File: src/rtl/i2s_master_tx.sv
// ============================================================================
// i2s_master_tx
// ----------------------------------------------------------------------------
// I2S master transmitter. Takes a parallel left/right sample pair through a
// single-entry holding register (rdy/wrt handshake) and serialises it as a
// standard I2S frame: SCLK = clk/(2*SCLK_HALF), WS low for the left word and
// high for the right word, data MSB first with the one-SCLK I2S delay. Data
// and WS only change on SCLK falling events, so a receiver samples on SCLK
// rising edges.
//
// Parameters
//   DATA_W     bits per channel; one frame is 2*DATA_W SCLK periods
//   SCLK_HALF  clk cycles per SCLK half period (must be >= 4)
//
// Ports
//   clk         in   system clock, all logic on posedge
//   rst         in   asynchronous reset, active high
//   en          in   start/continue; looked at only on frame boundaries
//   lft_chnnl   in   left sample (two's complement)
//   rght_chnnl  in   right sample (two's complement)
//   wrt         in   load both channels into holding reg (only when rdy=1)
//   clr_undrn   in   clear the sticky underrun flag
//   rdy         out  holding register empty
//   frm_strt    out  1-clk pulse when a frame word is captured (p=0)
//   undrn       out  sticky: a frame started with the holding reg empty
//   I2S_sclk    out  serial clock (flop)
//   I2S_ws      out  word select, 0=left 1=right (flop)
//   I2S_data    out  serial data, MSB first (flop)
//
// Build option
//   I2S_TX_UNDERRUN_REPEAT_EN  defined:   an underrun frame repeats the last
//                                         successfully captured word
//                              undefined: an underrun frame sends all zeros
// ============================================================================
module i2s_master_tx #(
  parameter int DATA_W    = 24,
  parameter int SCLK_HALF = 16
) (
  input  logic              clk,
  input  logic              rst,
  input  logic              en,
  input  logic [DATA_W-1:0] lft_chnnl,
  input  logic [DATA_W-1:0] rght_chnnl,
  input  logic              wrt,
  input  logic              clr_undrn,
  output logic              rdy,
  output logic              frm_strt,
  output logic              undrn,
  output logic              I2S_sclk,
  output logic              I2S_ws,
  output logic              I2S_data
);

  localparam int FRM_W = 2 * DATA_W;
  localparam int POS_W = $clog2(FRM_W);
  localparam int DIV_W = $clog2(SCLK_HALF);

  localparam logic [DIV_W-1:0] DIV_TC    = DIV_W'(SCLK_HALF - 1);
  localparam logic [POS_W-1:0] POS_LAST  = POS_W'(FRM_W - 1);
  localparam logic [POS_W-1:0] POS_RIGHT = POS_W'(DATA_W);

  // Elaboration-time guard: the divider needs room for a sensible half period.
  generate
    if (SCLK_HALF < 4) begin : g_bad_sclk_half
      $error("i2s_master_tx: SCLK_HALF must be >= 4");
    end
  endgenerate

  typedef enum logic [0:0] {
    ST_IDLE = 1'b0,
    ST_RUN  = 1'b1
  } state_t;

  state_t             r_state;
  state_t             w_state_nxt;
  logic               w_go;
  logic               w_stop;

  logic               r_start;      // first clk in RUN: the p=0 fall event
  logic [DIV_W-1:0]   r_div;
  logic [POS_W-1:0]   r_pos;
  logic [FRM_W-1:0]   r_shift;
  logic               r_sclk;
  logic               r_ws;
  logic               r_data;

  logic               r_rdy;
  logic [DATA_W-1:0]  r_hold_l;
  logic [DATA_W-1:0]  r_hold_r;
  logic               r_frm_strt;
  logic               r_undrn;

  logic               w_run;
  logic               w_tc;
  logic               w_fall;
  logic               w_rise;
  logic               w_p0;
  logic               w_cap;
  logic               w_undrn_evt;
  logic [POS_W-1:0]   w_pos_nxt;
  logic [FRM_W-1:0]   w_fallback;
  logic [FRM_W-1:0]   w_cap_word;

  // SCLK event decode. The very first fall after leaving IDLE is synthetic:
  // SCLK is already low, but the frame position still starts there.
  assign w_run  = (r_state == ST_RUN);
  assign w_tc   = (r_div == DIV_TC);
  assign w_fall = w_run && (r_start || (w_tc && r_sclk));
  assign w_rise = w_run && !r_start && w_tc && !r_sclk;

  // p=0 is reached either on the synthetic first fall or on wrap-around.
  assign w_p0      = w_fall && (r_start || (r_pos == POS_LAST));
  assign w_cap     = w_p0 && !w_stop;
  assign w_pos_nxt = w_p0 ? {POS_W{1'b0}} : (r_pos + POS_W'(1));

  // A capture finding the holding register empty is an underrun.
  assign w_undrn_evt = w_cap && r_rdy;
  assign w_cap_word  = r_rdy ? w_fallback : {r_hold_l, r_hold_r};

`ifdef I2S_TX_UNDERRUN_REPEAT_EN
  logic [FRM_W-1:0] r_last;

  // Remember the last word that came from the holding register.
  always_ff @(posedge clk or posedge rst) begin
    if (rst) begin
      r_last <= {FRM_W{1'b0}};
    end else if (w_cap && !r_rdy) begin
      r_last <= {r_hold_l, r_hold_r};
    end else begin
      r_last <= r_last;
    end
  end

  assign w_fallback = r_last;
`else
  assign w_fallback = {FRM_W{1'b0}};
`endif

  // State register.
  always_ff @(posedge clk or posedge rst) begin
    if (rst) begin
      r_state <= ST_IDLE;
    end else begin
      r_state <= w_state_nxt;
    end
  end

  // Next-state logic: en only matters in IDLE and at the frame wrap.
  always_comb begin
    w_state_nxt = r_state;
    w_go        = 1'b0;
    w_stop      = 1'b0;
    case (r_state)
      ST_IDLE: begin
        if (en) begin
          w_state_nxt = ST_RUN;
          w_go        = 1'b1;
        end else begin
          w_state_nxt = ST_IDLE;
        end
      end
      ST_RUN: begin
        if (w_fall && !r_start && (r_pos == POS_LAST) && !en) begin
          w_state_nxt = ST_IDLE;
          w_stop      = 1'b1;
        end else begin
          w_state_nxt = ST_RUN;
        end
      end
      default: begin
        w_state_nxt = ST_IDLE;
      end
    endcase
  end

  // Divider, frame position, shifter and the three I2S pins.
  always_ff @(posedge clk or posedge rst) begin
    if (rst) begin
      r_start <= 1'b0;
      r_div   <= {DIV_W{1'b0}};
      r_pos   <= {POS_W{1'b0}};
      r_shift <= {FRM_W{1'b0}};
      r_sclk  <= 1'b0;
      r_ws    <= 1'b1;
      r_data  <= 1'b0;
    end else begin
      r_start <= w_go;
      if (!w_run || w_stop) begin
        // Idle line state; the shifter is cleared so the next first p=0 bit is 0.
        r_div   <= {DIV_W{1'b0}};
        r_pos   <= {POS_W{1'b0}};
        r_shift <= {FRM_W{1'b0}};
        r_sclk  <= 1'b0;
        r_ws    <= 1'b1;
        r_data  <= 1'b0;
      end else begin
        if (w_fall || w_rise) begin
          r_div <= {DIV_W{1'b0}};
        end else begin
          r_div <= r_div + DIV_W'(1);
        end

        if (w_rise) begin
          r_sclk <= 1'b1;
        end else if (w_fall) begin
          r_sclk <= 1'b0;
        end else begin
          r_sclk <= r_sclk;
        end

        // The shifter MSB always holds the bit due on this fall; at p=0 that
        // is the previous frame's right LSB, giving the one-SCLK I2S delay.
        if (w_fall) begin
          r_pos  <= w_pos_nxt;
          r_ws   <= (w_pos_nxt >= POS_RIGHT);
          r_data <= r_shift[FRM_W-1];
          if (w_cap) begin
            r_shift <= w_cap_word;
          end else begin
            r_shift <= {r_shift[FRM_W-2:0], 1'b0};
          end
        end else begin
          r_pos   <= r_pos;
          r_ws    <= r_ws;
          r_data  <= r_data;
          r_shift <= r_shift;
        end
      end
    end
  end

  // Holding register and rdy handshake. A capture with a full register
  // empties it; a write is only accepted while empty, which also covers a
  // write landing on an underrun capture (it fills the next frame).
  always_ff @(posedge clk or posedge rst) begin
    if (rst) begin
      r_rdy    <= 1'b1;
      r_hold_l <= {DATA_W{1'b0}};
      r_hold_r <= {DATA_W{1'b0}};
    end else if (w_cap && !r_rdy) begin
      r_rdy    <= 1'b1;
      r_hold_l <= r_hold_l;
      r_hold_r <= r_hold_r;
    end else if (wrt && r_rdy) begin
      r_rdy    <= 1'b0;
      r_hold_l <= lft_chnnl;
      r_hold_r <= rght_chnnl;
    end else begin
      r_rdy    <= r_rdy;
      r_hold_l <= r_hold_l;
      r_hold_r <= r_hold_r;
    end
  end

  // Frame-start pulse and sticky underrun flag (set beats clear).
  always_ff @(posedge clk or posedge rst) begin
    if (rst) begin
      r_frm_strt <= 1'b0;
      r_undrn    <= 1'b0;
    end else begin
      r_frm_strt <= w_cap;
      if (w_undrn_evt) begin
        r_undrn <= 1'b1;
      end else if (clr_undrn) begin
        r_undrn <= 1'b0;
      end else begin
        r_undrn <= r_undrn;
      end
    end
  end

  assign rdy      = r_rdy;
  assign frm_strt = r_frm_strt;
  assign undrn    = r_undrn;
  assign I2S_sclk = r_sclk;
  assign I2S_ws   = r_ws;
  assign I2S_data = r_data;

endmodule

File: config.mk
export PLATFORM = sky130hd
export DESIGN_NAME = i2s_master_tx
export DESIGN_NICKNAME = d
export VERILOG_FILES = /design/src/rtl/i2s_master_tx.sv
export SDC_FILE = /design/constraint.sdc
export NUM_CORES = 1
export LEC_CHECK = 0
export ABC_AREA = 1
export ABC_CLOCK_PERIOD_IN_PS = 3500
export BUFFER_PORTS_ARGS = -buffer_cell sky130_fd_sc_hd__buf_4
export CAP_MARGIN = 40
export CORE_MARGIN = 2
export CORE_UTILIZATION = 53
export CTS_CLUSTER_SIZE = 14
export DETAILED_ROUTE_END_ITERATION = 8
export GPL_TIMING_DRIVEN = 0
export MAX_ROUTING_LAYER = met4
export PLACE_DENSITY_LB_ADDON = 0.2
export SKIP_LAST_GASP = 1
export SLEW_MARGIN = 20
export SYNTH_ARGS = -nofsm -noshare
export SYNTH_HDL_FRONTEND = slang
export SYNTH_SLANG_ARGS = --single-unit
File: constraint.sdc
create_clock -name clk -period 3.5 [get_ports clk]
set_input_delay 0.7 -clock clk [delete_from_list [all_inputs] [get_ports clk]]
set_output_delay 0.7 -clock clk [all_outputs]
set_load 0.005 [all_outputs]
# Yosys cells after proc, flatten, opt, wreduce, memory -nomap -nowiden
# Cells that the tools add are included.
[word_totals] regBits=114 latch_bits=0 mem_bits_rw=0 romBits=0 inputBits=53 output_inout_bits=6 word_cells=74 n_memories=0
[op_classes] add_sub_neg=2 multipliers=0 div=0 n_lt_le_gt_ge=1 n_eq_ne=2 shifts=0 n_mux=26 bitwise=2 reduce_logical=28
[op_table] operator="$mux W48" count=4
[op_table] operator="$mux W6" count=3
[op_table] operator="$mux W1" count=16
[op_table] operator="$logic_and A1 B1 Y1" count=13
[op_table] operator="$mux W4" count=2
[op_table] operator="$add A6 B1 Y6 const B" count=1
[op_table] operator="$eq A6 B6 Y1 const B" count=1
[op_table] operator="$ge A6 B5 Y1 const B" count=1
[op_table] operator="$logic_not A1 Y1" count=6
[op_table] operator="$reduce_bool A2 Y1" count=3
[op_table] operator="$add A4 B1 Y4 const B" count=1
[op_table] operator="$eq A4 B4 Y1 const B" count=1
[op_table] operator="$logic_or A1 B1 Y1" count=4
[op_table] operator="$reduce_bool A3 Y1" count=1
[op_table] operator="$not A1 Y1" count=2
[op_table] operator="$pmux W1 S2" count=1
[op_table] operator="$reduce_and A2 Y1" count=1

# Longest topological paths before layout
[logic_depth] ltp_word=14 depth_mapped=11

# Least setup slack after synthesis
# No wires, ideal clock.
[synth_path] path_type="in2reg" from="input port en" to="register r_undrn, in the netlist undrn" t_arrival_ps=1590 slack_ps=1769 stages=8 n_path_buf=2 cell_sequence="inv_1 > nand2_1 > nor3_2 > inv_2 > buf_2 > buf_6 > nand2_1 > o22ai_1"
[synth_via] elab_chain_cells=8
[synth_rtl] item="start: declaration" line="41" rtl="input logic en,"
[synth_rtl] item="$logic_not A1 Y1 (*)" line="163" rtl="if (w_fall && !r_start && (r_pos == POS_LAST) && !en) begin"
[synth_rtl] item="$logic_and A1 B1 Y1 (*)" line="163"
[synth_rtl] item="$mux W1 (*)" line="163"
[synth_rtl] item="$mux W1 (*)" line="153" rtl="case (r_state)"
[synth_rtl] item="$logic_not A1 Y1 (*)" line="113" rtl="assign w_cap = w_p0 && !w_stop;"
[synth_rtl] item="$logic_and A1 B1 Y1 (*)" line="113"
[synth_rtl] item="$logic_and A1 B1 Y1 (*)" line="117" rtl="assign w_undrn_evt = w_cap && r_rdy;"
[synth_rtl] item="$mux W1 / $reduce_bool A2 Y1 (equally long branches)"
[synth_rtl] item="end signal: assignment" line="267" rtl="r_undrn <= r_undrn;"
[synth_rtl] item="end: declaration" line="91" rtl="logic r_undrn;"
# Mark *: on every way between the ends. The rest lies on a longest branch, timed or not.
# A chain may end at the register's enable or synchronous reset.

# Final worst setup path
[layout_path] from="register r_rdy, in the netlist rdy" to="register r_hold_r[3]"
[layout_via] elab_chain_cells=4
[layout_rtl] item="start: declaration" line="87" rtl="logic r_rdy;"
[layout_rtl] item="start signal: assignment" line="249" rtl="r_rdy <= r_rdy;"
[layout_rtl] item="$logic_not A1 Y1" line="240" rtl="end else if (w_cap && !r_rdy) begin"
[layout_rtl] item="$logic_and A1 B1 Y1" line="240"
[layout_rtl] item="$not A1 Y1 (no line)"
[layout_rtl] item="$reduce_and A2 Y1 (no line) (*)"
[layout_rtl] item="end signal: assignment" line="239" rtl="r_hold_r <= {DATA_W{1'b0}};"
[layout_rtl] item="end signal: assignment" line="243" rtl="r_hold_r <= r_hold_r;"
[layout_rtl] item="end signal: assignment" line="247" rtl="r_hold_r <= rght_chnnl;"
[layout_rtl] item="end: declaration" line="89" rtl="logic [DATA_W-1:0] r_hold_r;"
# Marked as above.

==> run metrics <==
vias in the first global route=4843; CTS max path bufs=2; Worst R2R Path Depth=5; critical path class=reg2reg; htree depth=4; GRT Util Overall=0.2521; final core utilization=0.6630; Synth cell types=29; most used cell along the critical path=clkbuf_1; Async SR Flop Fraction=1.000; chip height=105.6 um; first-pass GRT wire length=21.77 mm; Critical Path Source Type=flip-flop; GPL Wtd Cong=about 0.84; Slew Limit Fails=0; Die W=roughly 110 um; CTS Hold Bufs=0; largest net degree at the start of global routing=28; wire per inst=between 10 and 15 um; Syn Std Cell Area=5471 sq um; CP peak stage delay=0.54 ns; Clock Pin Slew Worst Setup and Hold Paths=0.06 ns; Clk Tree Root Cell=clkbuf_8; DRT Pass-1 Iters=5; Final Cell Area=6753 sq um; clk sink count=114; Slew headroom=0.6730; Finished Layout Cells=between 900 and 1000; data arrival time of the worst path=2.43 ns; via count=between 4000 and 5000; DIE AREA=approximately 11000 sq um; CP bufs+invs=3; number of enable flip-flop cells after synthesis=0; post-CTS repair timing setup buffer count=0; Final HPWL DP=~8.5 mm; area grow syn2layout=23.42%; Tmin final=2.054 ns; Final Power=0.004321 W; CTS tree=done; Detail Route Antenna Nets=0; Overflow after GRT=0; highest clock rate=486.8 MHz; number of port buffers=58; IO Count=59; Max-Cap Viols=0; Peak VDD IR=0.0003331 V; top cells by area, synth=dfrtp_1 51%, nand2_1 26%, nand3b_1 3.4%; DRC viols=0; Via-to-Cell Ratio=approximately 5.0; Pwr Density=639.9 nW/um^2; YS warnings=0; syn_area_per_cell=7.663 sq um; 1st-iter DRT viols=274; placed cell area=approximately 6200 sq um; cell taking the most area after synthesis=dfrtp_1; syn_nets=769; Max FO, Critical Path=10; Leakage Power=around 3.7 nW; Register Area=about 2900 sq um; commonest cells in the netlist=386 x nand2_1, 112 x dfrtp_1, 34 x inv_1, 33 x nor2_1, 26 x o21ai_0; layout cell share with drive strength beyond 1=0.1621; RSZ-0062 raised after global routing=false; critical path required time=between 3 and 4 ns; NumNets Final=850; Final Skew=0.005756 ns; Num CTS Buffers=17; Post-synth top flop=dfrtp_1; Seq/Total Area, Yosys=0.5218; Post-CTS Resized=0; initial antenna violation count=0; num rows=37; Worst Max-Slew Pin Slew=0.4906 ns; kind of cell adding the most delay to the critical path=buffers and inverters; Hold Path Class=in2async; placed instance count=912; Synth top area share=0.5122; Slowest-stage cell, CP=dfstp_2; final setup fails=0; clk_lat worst skew=0.52 ns; multi-input logic area=2277 sq um; post-synthesis register bit count=about 110; Filler Cells Inserted=870; Core Region=between 10000 and 15000 sq um; post-route clock period utilization=0.5869; synthesized instance count=just over 700; crit path cell chain=clkbuf_1 > nand2_1 > clkinv_1 > clkbuf_1 > o21ai_0; Fin. Hold Viols=0; Initial Util=0.5372; crit end category=flip-flop; # diodes=0; TNS Setup=0 ns; status=complete, no violations; Crit path depth=5; count leader, synth=nand2_1; total wire length=between 10 and 15 mm
[cell families (layout without fill, tap and decap cells)]
logic type | after synthesis | in the layout | share of synthesized area
buf+inv | 78 | 172 | 0.06197
fa+ha+maj | 2 | 2 | 0.004573
simple gates | 480 | 480 | 0.3700
flops | 114 | 114 | 0.5218
xor+xnor | 5 | 5 | 0.008005
compound gates | 35 | 35 | 0.03361
[registers in the layout (all words and copies together), names as in the netlist]
name      count
rdy           1
r_hold_l     24
I2S_sclk      1
undrn         1
r_hold_r     24
r_div         4
frm_strt      1
I2S_ws        1
I2S_data      1
r_pos         6
r_shift      48
r_state       1
r_start       1
[worst paths after layout]
check / from / slack [ns] / endpoint
setup / recovery: rdy / 1.45 / r_hold_r[3]
hold / removal: rst / 0.20 / r_shift[43]
setup reg to reg: rdy / 1.45 / r_hold_r[3]
hold reg to reg: r_div[0] / 0.47 / r_div[0]
max in group asynchronous: rst / 2.41 / r_hold_l[5]
min in group clk: lft_chnnl[18] / 0.37 / r_hold_l[18]
[where the power goes]
part,internal (W),switching [W]
Sequential,0.00163,0.000146
Clock,0.00111,0.000591
Combinational,0.000343,0.000502
Total,0.00308,0.00124
[cells in the final DEF (no fill, tap or decap), types with 4 or more instances in the layout]
master and instances:
inv_2 4, nand3_1 18, nand2_1 386, o21ai_0 26, nand3_2 12, dfrtp_1 112
buf_4 59, nand3b_1 25, o21ai_1 4, clkbuf_1 25, nor2_1 33, clkbuf_16 16
buf_6 4, buf_2 10, clkinv_2 6, inv_1 33
[metrics by stage]
| step | hold slack (ns) | setup WS, ns |
|---|---|---|
| after floorplan | 0.4330 | 1.416 |
| after global placement | 0.4455 | 0.7029 |
| after detailed placement | 0.4614 | 1.365 |
| after CTS | 0.1984 | 1.431 |
| after global routing | 0.2108 | 1.212 |
| final | 0.1965 | 1.446 |
[per-layer routing]
metal | global-route usage | vias up | routed length [um]
li1 | - | 2357 | -
met1 | 0.3113 | 2263 | 5505
met2 | 0.4083 | 119 | 6138
met3 | 0.04762 | 16 | 496
met4 | 0.1081 | 0 | 202
met5 | - | - | 0
[cell type report]
type                            count  area share
Sequential cell                   114      0.4228
Clock inverter                     11     0.02001
Inverter                           39     0.02223
Multi-Input combinational cell    522      0.3372
Buffer                             39     0.02853
Tap cell                          136     0.02520
Timing Repair Buffer               62     0.07745
Clock buffer                       21     0.06652
(Power assumes the default switching activity.)
